### src/rtl/gpu_vtiming.sv
// Video timing generator with a per-line refill handshake.
// Counts pixels (hc) and lines (vc) and decodes sync, data-enable and
// scaled pixel coordinates. One clock before each displayed source line
// it requests a refill. A missed refill deadline raises a sticky underrun.
module gpu_vtiming #(
    parameter int unsigned CW         = 12,
    parameter int unsigned H_ACT      = 640,
    parameter int unsigned H_FP       = 16,
    parameter int unsigned H_SYNC     = 96,
    parameter int unsigned H_BP       = 48,
    parameter int unsigned V_ACT      = 480,
    parameter int unsigned V_FP       = 10,
    parameter int unsigned V_SYNC     = 2,
    parameter int unsigned V_BP       = 33,
    parameter int unsigned HS_POL     = 0,
    parameter int unsigned VS_POL     = 0,
    parameter int unsigned SCALE_LOG2 = 0
) (
    input  logic          clk,
    input  logic          reset,
    input  logic          line_ack,
    input  logic          underrun_clr,
    output logic [CW-1:0] hc,
    output logic [CW-1:0] vc,
    output logic [CW-1:0] x,
    output logic [CW-1:0] y,
    output logic          de,
    output logic          hsync,
    output logic          vsync,
    output logic          frame_start,
    output logic          line_req,
    output logic [CW-1:0] line_num,
    output logic          underrun
);

    localparam int unsigned HBlank = H_FP + H_SYNC + H_BP;
    localparam int unsigned HTotal = HBlank + H_ACT;
    localparam int unsigned VBlank = V_FP + V_SYNC + V_BP;
    localparam int unsigned VTotal = VBlank + V_ACT;

    localparam logic [CW-1:0] HLast      = CW'(HTotal - 1);
    localparam logic [CW-1:0] VLast      = CW'(VTotal - 1);
    localparam logic [CW-1:0] HBlankC    = CW'(HBlank);
    localparam logic [CW-1:0] VBlankC    = CW'(VBlank);
    // Last blanking pixel: a refill still pending here is too late.
    localparam logic [CW-1:0] HDeadline  = CW'(HBlank - 1);
    localparam logic [CW-1:0] HSyncStart = CW'(H_FP);
    localparam logic [CW-1:0] HSyncEnd   = CW'(H_FP + H_SYNC);
    localparam logic [CW-1:0] VSyncStart = CW'(V_FP);
    localparam logic [CW-1:0] VSyncEnd   = CW'(V_FP + V_SYNC);
    localparam logic [CW-1:0] ScaleMask  = CW'((1 << SCALE_LOG2) - 1);
    localparam logic          HsAct      = (HS_POL != 0);
    localparam logic          VsAct      = (VS_POL != 0);

    logic [CW-1:0] hc_q, hc_d;
    logic [CW-1:0] vc_q, vc_d;
    logic [CW-1:0] vn;
    logic [CW-1:0] line_rel;
    logic          req_hit;
    logic          line_req_q, line_req_d;
    logic [CW-1:0] line_num_q, line_num_d;
    logic          underrun_q, underrun_d;
    logic          underrun_set;

    // Counter advance and refill request/deadline next-state logic
    always_comb begin
        hc_d     = (hc_q == HLast) ? '0 : hc_q + 1'b1;
        vn       = (vc_q == VLast) ? '0 : vc_q + 1'b1;
        vc_d     = (hc_q == HLast) ? vn : vc_q;
        line_rel = vn - VBlankC;
        // Only the first replicated copy of a source line needs a refill
        req_hit  = (hc_q == HLast) && (vn >= VBlankC) && ((line_rel & ScaleMask) == '0);

        line_req_d   = line_req_q;
        line_num_d   = line_num_q;
        underrun_set = 1'b0;
        // An ack on the deadline cycle wins over the underrun
        if (line_req_q && line_ack) begin
            line_req_d = 1'b0;
        end else if (line_req_q && (hc_q == HDeadline)) begin
            line_req_d   = 1'b0;
            underrun_set = 1'b1;
        end
        if (req_hit) begin
            line_req_d = 1'b1;
            line_num_d = line_rel >> SCALE_LOG2;
        end

        // A set in the same cycle as a clear leaves underrun high
        underrun_d = underrun_q;
        if (underrun_set) begin
            underrun_d = 1'b1;
        end else if (underrun_clr) begin
            underrun_d = 1'b0;
        end
    end

    // State registers with synchronous reset
    always_ff @(posedge clk) begin
        if (reset) begin
            hc_q       <= '0;
            vc_q       <= '0;
            line_req_q <= 1'b0;
            line_num_q <= '0;
            underrun_q <= 1'b0;
        end else begin
            hc_q       <= hc_d;
            vc_q       <= vc_d;
            line_req_q <= line_req_d;
            line_num_q <= line_num_d;
            underrun_q <= underrun_d;
        end
    end

    // Timing decode straight from the registered counters
    always_comb begin
        de          = (hc_q >= HBlankC) && (vc_q >= VBlankC);
        hsync       = ((hc_q >= HSyncStart) && (hc_q < HSyncEnd)) ? HsAct : ~HsAct;
        vsync       = ((vc_q >= VSyncStart) && (vc_q < VSyncEnd)) ? VsAct : ~VsAct;
        x           = de ? ((hc_q - HBlankC) >> SCALE_LOG2) : '0;
        y           = de ? ((vc_q - VBlankC) >> SCALE_LOG2) : '0;
        frame_start = (hc_q == '0) && (vc_q == '0) && !reset;
    end

    assign hc       = hc_q;
    assign vc       = vc_q;
    assign line_req = line_req_q;
    assign line_num = line_num_q;
    assign underrun = underrun_q;

endmodule

### config.mk
export PLATFORM = sky130hd
export DESIGN_NAME = gpu_vtiming
export DESIGN_NICKNAME = d
export VERILOG_FILES = /design/src/rtl/gpu_vtiming.sv
export SDC_FILE = /design/constraint.sdc
export NUM_CORES = 1
export LEC_CHECK = 0
export BUFFER_PORTS_ARGS = -buffer_cell sky130_fd_sc_hd__buf_2
export CORE_UTILIZATION = 55
export CTS_CLUSTER_DIAMETER = 60
export DETAILED_ROUTE_END_ITERATION = 8
export GPL_ROUTABILITY_DRIVEN = 1
export PLACE_DENSITY = 0.89
export SYNTH_ARGS = -nofsm -noshare
export SYNTH_HDL_FRONTEND = slang
export SYNTH_SLANG_ARGS = --single-unit
### constraint.sdc
create_clock -name clk -period 12.3 [get_ports clk]
set_input_delay 0 -clock clk [delete_from_list [all_inputs] [get_ports clk]]
set_output_delay 0 -clock clk [all_outputs]
set_load 0.01 [all_outputs]
==> results.sh, run 1 <==
export IMPL_cp_data_arrival_time_ps=4850
export IMPL_io_pins=70
export IMPL_vias=3036
export IMPL_grt_first_pass_wirelength_um=12400
export IMPL_design_die_area_sq_um=5660
export IMPL_slowest_delay_ps=850
export IMPL_critical_path_cell_chain="or4bb_1, nor4_2, nor2_1, inv_1, ha_1, nor2b_1, a22o_1, a31o_2, or4_4, o21ai_0, buf_4, mux2_2"
export IMPL_maximum_fanout_count_along_the_critical_path=23
export IMPL_synth_async_sr_flop_share_pct=0
export IMPL_setup_worst_path_end_class="flop"
export IMPL_synth_cells=405
export IMPL_core_rowCount=26
export IMPL_post_layout_nonfiller_instances=517
export IMPL_gr_total_overflow=0
export IMPL_cts_clk_slew_worst_paths_ps=90
export IMPL_nets_finish=461
export IMPL_power_share_sequential_pct=54.3
export IMPL_grt_start_max_net_pins=29
export IMPL_fmaxAchievable_mhz=215
export IMPL_final_hold_worst_slack_ps=8.76
export IMPL_worst_hold_launch="line_ack"
export IMPL_p_per_area_nw_per_um2=69.6
export IMPL_internal_power_uw=174
export IMPL_placed_area_sq_um=3240
export IMPL_initial_cell_density_of_the_core_pct=57.4
export IMPL_worstReg2RegStart="vc[3]"
export IMPL_finalSetupViolations=0
export IMPL_part_of_the_total_power_dissipated_in_the_clock_network_pct=40.9
export IMPL_postSynth_topFlopCell="sky130_fd_sc_hd__dfxtp_1"
export IMPL_cts_repair_resize_count=0
export IMPL_synthDistinctLibCells=60
export IMPL_fillerInstances=486
export IMPL_worst_hold_path_num_cells=3
export IMPL_die_h_um=75.2
export IMPL_core_region_area_sq_um=5140
export IMPL_status="completed"
export IMPL_max_slew_margin_pct=41.2
export IMPL_rsz0062_at_grt="no"
export IMPL_routed_wire_length_per_instance_um=15.6
export IMPL_antenna_cells_inserted=0
export IMPL_power_share_switching_pct=25.2
export IMPL_worst_r2r_cell_count=12
export IMPL_final_core_util_pct=65.0
export IMPL_cts_hold_buffers=0
export IMPL_critical_path_required_ps=12490
export IMPL_clock_sinks=38
export IMPL_syn_area_per_cell_sq_um=7.28
export IMPL_part_of_the_yosys_area_used_for_sequential_elements_pct=25.8
export IMPL_number_of_enable_flip_flop_cells_after_synthesis=0
export IMPL_period_share_pct=37.8
export IMPL_gpl_final_weighted_congestion=0.924
export IMPL_post_synth_instance_area_sq_um=2950
export IMPL_cts_htree_levels=2
export IMPL_final_layout_size_suffix_gt1_share_pct=19.9
export IMPL_rr_endpoint="line_num[1]"
export IMPL_die_w_um=75.2
export IMPL_whs_endpoint="line_req"
export IMPL_leakage_component_of_the_power_nw=1.55
export IMPL_gr_usage_all_layers_pct=28.9
export IMPL_cp_start_kind="flop"
export IMPL_area_growth_synth_to_final_pct=13.3
export IMPL_peakVddDrop_v=0.0000542
export IMPL_final_setup_tns_ps=0
export IMPL_postSynthRegisterBits=38
export IMPL_half_perimeter_wire_length_of_the_detailed_placement_result_um=5580
export IMPL_synthesis_yosys_warnings=0
export IMPL_cts_max_path_buffers=2
export IMPL_cap_violations=0
export IMPL_power_share_combinational_pct=4.8
export IMPL_critical_path_slowest_cell="sky130_fd_sc_hd__dfxtp_1"
export IMPL_clock_latency_ps=300
export IMPL_final_area_sq_um=3340
export IMPL_max_slew_worst_pin_slew_ps=874
export IMPL_placed_cells=509
export IMPL_report_final_slew_viol_count=0
export IMPL_criticalPathCategory="reg2reg"
export IMPL_clock_skew_final_ps=8.98
export IMPL_worst_r2r_setup_slack_ps=7640
export IMPL_worst_slack_ps=7640
export IMPL_portBuffers=69
export IMPL_place_ws_ps=7740
export IMPL_postSynthNetCount=420
export IMPL_clock_tree_from_tritoncts="built"
export IMPL_power_switching_uw=58.5
export IMPL_hold_path_class="in2reg"
export IMPL_cts_made_buffers=5
export IMPL_post_drt_via_cell_ratio=5.87
export IMPL_initial_antenna_violation_count=0
export IMPL_grt_pass1_vias=2549
export IMPL_final_period_minus_worst_setup_slack_ps=4660
export IMPL_route_antenna_remaining_nets=0
export IMPL_cts_setup_buffers=0
export IMPL_drt_wl_total_um=8070
export IMPL_detailedRoute_firstIterationViolations=346
export IMPL_number_of_hold_violations_in_the_final_report=0
export IMPL_drt_pre_antenna_iters=5
export IMPL_report_power_total_uw=232
export IMPL_clock_tree_root_cell="sky130_fd_sc_hd__clkbuf_8"
export IMPL_remaining_drc_errors=0
==> layout by cell type (no fill, tap or decap), types with 11 or more instances in the layout <==
cell type	Yosys	layout
sky130_fd_sc_hd__xnor2_1	28	28
sky130_fd_sc_hd__buf_2	1	69
sky130_fd_sc_hd__nor2_1	63	63
sky130_fd_sc_hd__xor2_1	14	14
sky130_fd_sc_hd__a21oi_1	14	14
sky130_fd_sc_hd__nand3_1	16	16
sky130_fd_sc_hd__dfxtp_1	38	38
sky130_fd_sc_hd__nor3_1	11	11
sky130_fd_sc_hd__inv_1	18	18
sky130_fd_sc_hd__ha_1	11	11
sky130_fd_sc_hd__nand2_1	35	35
sky130_fd_sc_hd__nor4_1	13	13
==> power by group through the flow <==
stage	clock network [mW]	registers (mW)	logic (mW)
after floorplan	0	0.129	0.00664
after global placement	0	0.129	0.0110
after detailed placement	0	0.129	0.0111
after CTS	0.0955	0.126	0.0112
after global routing	0.101	0.126	0.0125
final	0.0950	0.126	0.0112
==> cells in the mapped netlist (8+ instances only) <==
master                     instances  area share, %
sky130_fd_sc_hd__nor3_1           11            1.9
sky130_fd_sc_hd__nand4_1           9            1.9
sky130_fd_sc_hd__xor2_1           14            4.2
sky130_fd_sc_hd__nand3_1          16            2.7
sky130_fd_sc_hd__and3_1            8            1.7
sky130_fd_sc_hd__o21ai_0          10            1.7
sky130_fd_sc_hd__nand2_1          35            4.5
sky130_fd_sc_hd__xnor2_1          28            8.3
sky130_fd_sc_hd__clkbuf_1         30            3.8
sky130_fd_sc_hd__nor4_1           13            2.8
sky130_fd_sc_hd__ha_1             11            4.7
sky130_fd_sc_hd__a21oi_1          14            2.4
sky130_fd_sc_hd__mux2i_1           8            2.7
sky130_fd_sc_hd__dfxtp_1          38             26
sky130_fd_sc_hd__inv_1            18            2.3
sky130_fd_sc_hd__nor2_1           63            8.0
==> how the worst max path moves through the flow <==
stage / startpoint / end / depth (start not counted)
global route: vc[3] / line_num[1] / 12
global placement: vc[3] / line_num[1] / 12
detailed placement: vc[3] / line_num[1] / 12
floorplan: vc[0] / line_num[10] / 14
finish: vc[3] / line_num[1] / 12
CTS: vc[3] / line_num[1] / 12
==> state kept, by name (all words and copies together), names as in the netlist <==
name      flops
hc           12
line_req      1
vc           12
underrun      1
line_num     12
==> critical path: cells and delay by family (launching register included) <==
family          cells  cell delay, ps
simple gates        5            1970
flops               1             850
compound gates      3             740
buf+inv             2             380
mux                 1             350
fa+ha+maj           1             260
==> metal layers <==
metal  share of wire [%]  GRT usage [%]  routed length, um  vias to the layer above
met1                  45           40.8               3630                     1402
met3                 6.6           4.15                535                       14
met2                  47           45.2               3760                      129
met4                 1.8           9.67                143                        0
met5                   0              0                  0                        -
li1                    -              -                  -                     1491
==> layout make-up <==
class	count	area (sq um)	share of cell area, %
inverter	19	71.3	2.14
clock inverter	2	12.5	0.375
multi-input combinational	311	1960	58.8
clock buffer	6	82.6	2.47
tap	70	87.6	2.62
timing repair buffer	71	360	10.8
sequential	38	761	22.8
==> cell families (layout without fill, tap and decap cells) <==
logic type,after synthesis,in the layout,synth area share (%)
XOR/XNOR,42,42,12.5
multiplexers,9,9,3.10
flip-flops,38,38,25.8
adder cells (fa/ha/maj),11,11,4.67
AND/OR/NAND/NOR,190,190,32.4
buffers and inverters,56,98,7.81
AO/OA/AOI/OAI,59,59,13.8
(Power assumes the default switching activity.)
==> inputs of run 2 (changes only) <==
Settings changed: CORE_UTILIZATION 55 to 49, PLACE_DENSITY 0.89 to 0.84.
Clock period 12.3 ns to 3.95 ns, I/O delays scaled along.
==> run 2 against run 1 <==
The flow now finishes with violations (hold timing). Hold slack lost 12 ps. Flip-flop and latch count unchanged. Non-clock buffer count rose by 17. Critical path type unchanged. Largest power group unchanged. Highest routed layer unchanged.
==> results.sh, run 2 (synthesis results as in run 1) <==
export IMPL_remaining_drc_errors=0
export IMPL_final_area_sq_um=3500
export IMPL_final_layout_size_suffix_gt1_share_pct=22.5
export IMPL_path_common_cell="sky130_fd_sc_hd__ha_1"
export IMPL_cts_made_buffers=5
export IMPL_worst_r2r_cell_count=13
export IMPL_timing_critical_path_from="vc[1]"
export IMPL_core_rowCount=27
export IMPL_gr_usage_all_layers_pct=26.3
export IMPL_power_share_sequential_pct=50.9
export IMPL_multi_input_area_sq_um=1970
export IMPL_critical_path_slowest_cell="sky130_fd_sc_hd__or4_1"
export IMPL_final_core_util_pct=62.0
export IMPL_vias=3073
export IMPL_final_setup_tns_ps=0
export IMPL_finalSetupViolations=0
export IMPL_routed_wire_length_per_instance_um=15.3
export IMPL_critPathCapture="line_num[4]"
export IMPL_critical_path_cell_chain="inv_1, ha_1, or3b_1, or4_1, nand2_1, ha_1, nor2b_1, a22o_1, a31o_2, or4_4, o21ai_1, buf_4, mux2i_1"
export IMPL_worstReg2RegStart="vc[1]"
export IMPL_io_pins=70
export IMPL_initial_antenna_violation_count=0
export IMPL_initial_cell_density_of_the_core_pct=52.3
export IMPL_final_common_cell="sky130_fd_sc_hd__buf_2"
export IMPL_power_switching_uw=168
export IMPL_die_w_um=79.6
export IMPL_final_period_minus_worst_setup_slack_ps=3730
export IMPL_cts_max_path_buffers=2
export IMPL_grt_pass1_vias=2729
export IMPL_critical_path_required_ps=4180
export IMPL_criticalPathCategory="reg2reg"
export IMPL_leakage_component_of_the_power_nw=1.65
export IMPL_clock_tree_root_cell="sky130_fd_sc_hd__clkbuf_8"
export IMPL_cts_clk_slew_worst_paths_ps=80
export IMPL_route_antenna_remaining_nets=0
export IMPL_hold_path_class="in2reg"
export IMPL_post_drt_via_cell_ratio=5.74
export IMPL_worst_r2r_setup_slack_ps=220
export IMPL_drt_wl_total_um=8160
export IMPL_cap_violations=0
export IMPL_die_h_um=79.6
export IMPL_rsz0062_at_grt="no"
export IMPL_setup_worst_path_end_class="flop"
export IMPL_half_perimeter_wire_length_of_the_detailed_placement_result_um=5950
export IMPL_cp_start_kind="flop"
export IMPL_cts_htree_levels=2
export IMPL_placed_cells=527
export IMPL_cp_top_family="simple AND/OR/NAND/NOR gates"
export IMPL_max_slew_margin_pct=54.0
export IMPL_design_die_area_sq_um=6330
export IMPL_slowest_delay_ps=540
export IMPL_final_cell_mix="sky130_fd_sc_hd__buf_2, sky130_fd_sc_hd__nor2_1, sky130_fd_sc_hd__dfxtp_1"
export IMPL_clock_latency_ps=300
export IMPL_cts_setup_buffers=0
export IMPL_clock_skew_final_ps=10.3
export IMPL_path_buf_inv=2
export IMPL_placed_area_sq_um=3380
export IMPL_number_of_hold_violations_in_the_final_report=1
export IMPL_core_region_area_sq_um=5640
export IMPL_maximum_fanout_count_along_the_critical_path=9
export IMPL_power_share_combinational_pct=4.7
export IMPL_nets_finish=478
export IMPL_part_of_the_total_power_dissipated_in_the_clock_network_pct=44.4
export IMPL_status="finished, violations left"
export IMPL_final_hold_worst_slack_ps=-3.59
export IMPL_grt_start_max_net_pins=29
export IMPL_clock_sinks=38
export IMPL_internal_power_uw=604
export IMPL_gr_total_overflow=0
export IMPL_fmaxAchievable_mhz=268
export IMPL_max_slew_worst_pin_slew_ps=685
export IMPL_fillerInstances=540
export IMPL_p_per_area_nw_per_um2=221
export IMPL_timing_critical_path_depth=13
export IMPL_period_share_pct=94.4
export IMPL_cp_data_arrival_time_ps=3960
export IMPL_seqCellArea_sq_um=761
export IMPL_antenna_cells_inserted=0
export IMPL_rr_endpoint="line_num[4]"
export IMPL_gpl_final_weighted_congestion=0.872
export IMPL_post_layout_nonfiller_instances=535
export IMPL_power_share_switching_pct=21.8
export IMPL_grt_first_pass_wirelength_um=13000
export IMPL_peakVddDrop_v=0.000215
export IMPL_detailedRoute_firstIterationViolations=195
export IMPL_area_growth_synth_to_final_pct=18.7
export IMPL_clock_tree_from_tritoncts="built"
export IMPL_portBuffers=69
export IMPL_report_final_slew_viol_count=0
export IMPL_drt_pre_antenna_iters=5
export IMPL_failed_checks="hold timing"
[run 2: how the worst min path moves through the flow]
| stage | from | to | slack, ps | depth (start not counted) |
|---|---|---|---|---|
| after floorplan | underrun_clr | underrun | 180 | 3 |
| final | underrun_clr | underrun | -4 | 4 |
| after global routing | underrun_clr | underrun | 70 | 4 |
| after global placement | line_ack | line_req | 300 | 3 |
| after detailed placement | line_ack | line_req | 300 | 3 |
| after CTS | underrun_clr | underrun | 5 | 4 |
[run 2: through the flow]
stage | power, mW | setup slack (ps)
floorplan | 0.423 | 8.74
global placement | 0.436 | 300
detailed placement | 0.437 | 126
CTS | 0.770 | 105
global route | 0.792 | 25.7
finish | 0.772 | 220
[run 2: final cells by class]
type	instances	share of cell area [%]
well taps	72	2.58
clock inverters	1	0.858
clock buffers	6	2.36
repair buffers	88	14.0
flip-flops and latches	38	21.7
inverters	19	2.04
multi-input cells	311	56.4
[run 2: worst reg2reg max path, cell delays in order, from the launching register on]
cell	delay (ps)
sky130_fd_sc_hd__dfxtp_1	310
sky130_fd_sc_hd__inv_1	100
sky130_fd_sc_hd__ha_1	160
sky130_fd_sc_hd__or3b_1	370
sky130_fd_sc_hd__or4_1	540
sky130_fd_sc_hd__nand2_1	130
sky130_fd_sc_hd__ha_1	260
sky130_fd_sc_hd__nor2b_1	80
sky130_fd_sc_hd__a22o_1	240
sky130_fd_sc_hd__a31o_2	290
sky130_fd_sc_hd__or4_4	490
sky130_fd_sc_hd__o21ai_1	250
sky130_fd_sc_hd__buf_4	240
sky130_fd_sc_hd__mux2i_1	200
[run 2: per-layer routing]
layer	GRT usage (%)	wire [um]	up-vias
met5	0	0	-
met4	11.6	209	0
met3	4.80	531	18
met2	41.8	3720	136
met1	34.4	3700	1406
li1	-	-	1513
[run 2: power by group through the flow]
stage / registers, mW / clock network [mW] / logic [mW]
global route: 0.394 / 0.358 / 0.0400
finish: 0.393 / 0.343 / 0.0364
floorplan: 0.403 / 0 / 0.0207
global placement: 0.402 / 0 / 0.0340
detailed placement: 0.402 / 0 / 0.0355
CTS: 0.393 / 0.341 / 0.0365
[run 2: what timing repair did]
| action | 4_1_cts | 5_1_grt |
|---|---|---|
| endpoints found under the setup margin | 0 | 10 |
| hold buffers | 1 | 0 |
| endpoints found under the hold margin | 1 | 0 |
| resized for setup | 0 | 1 |
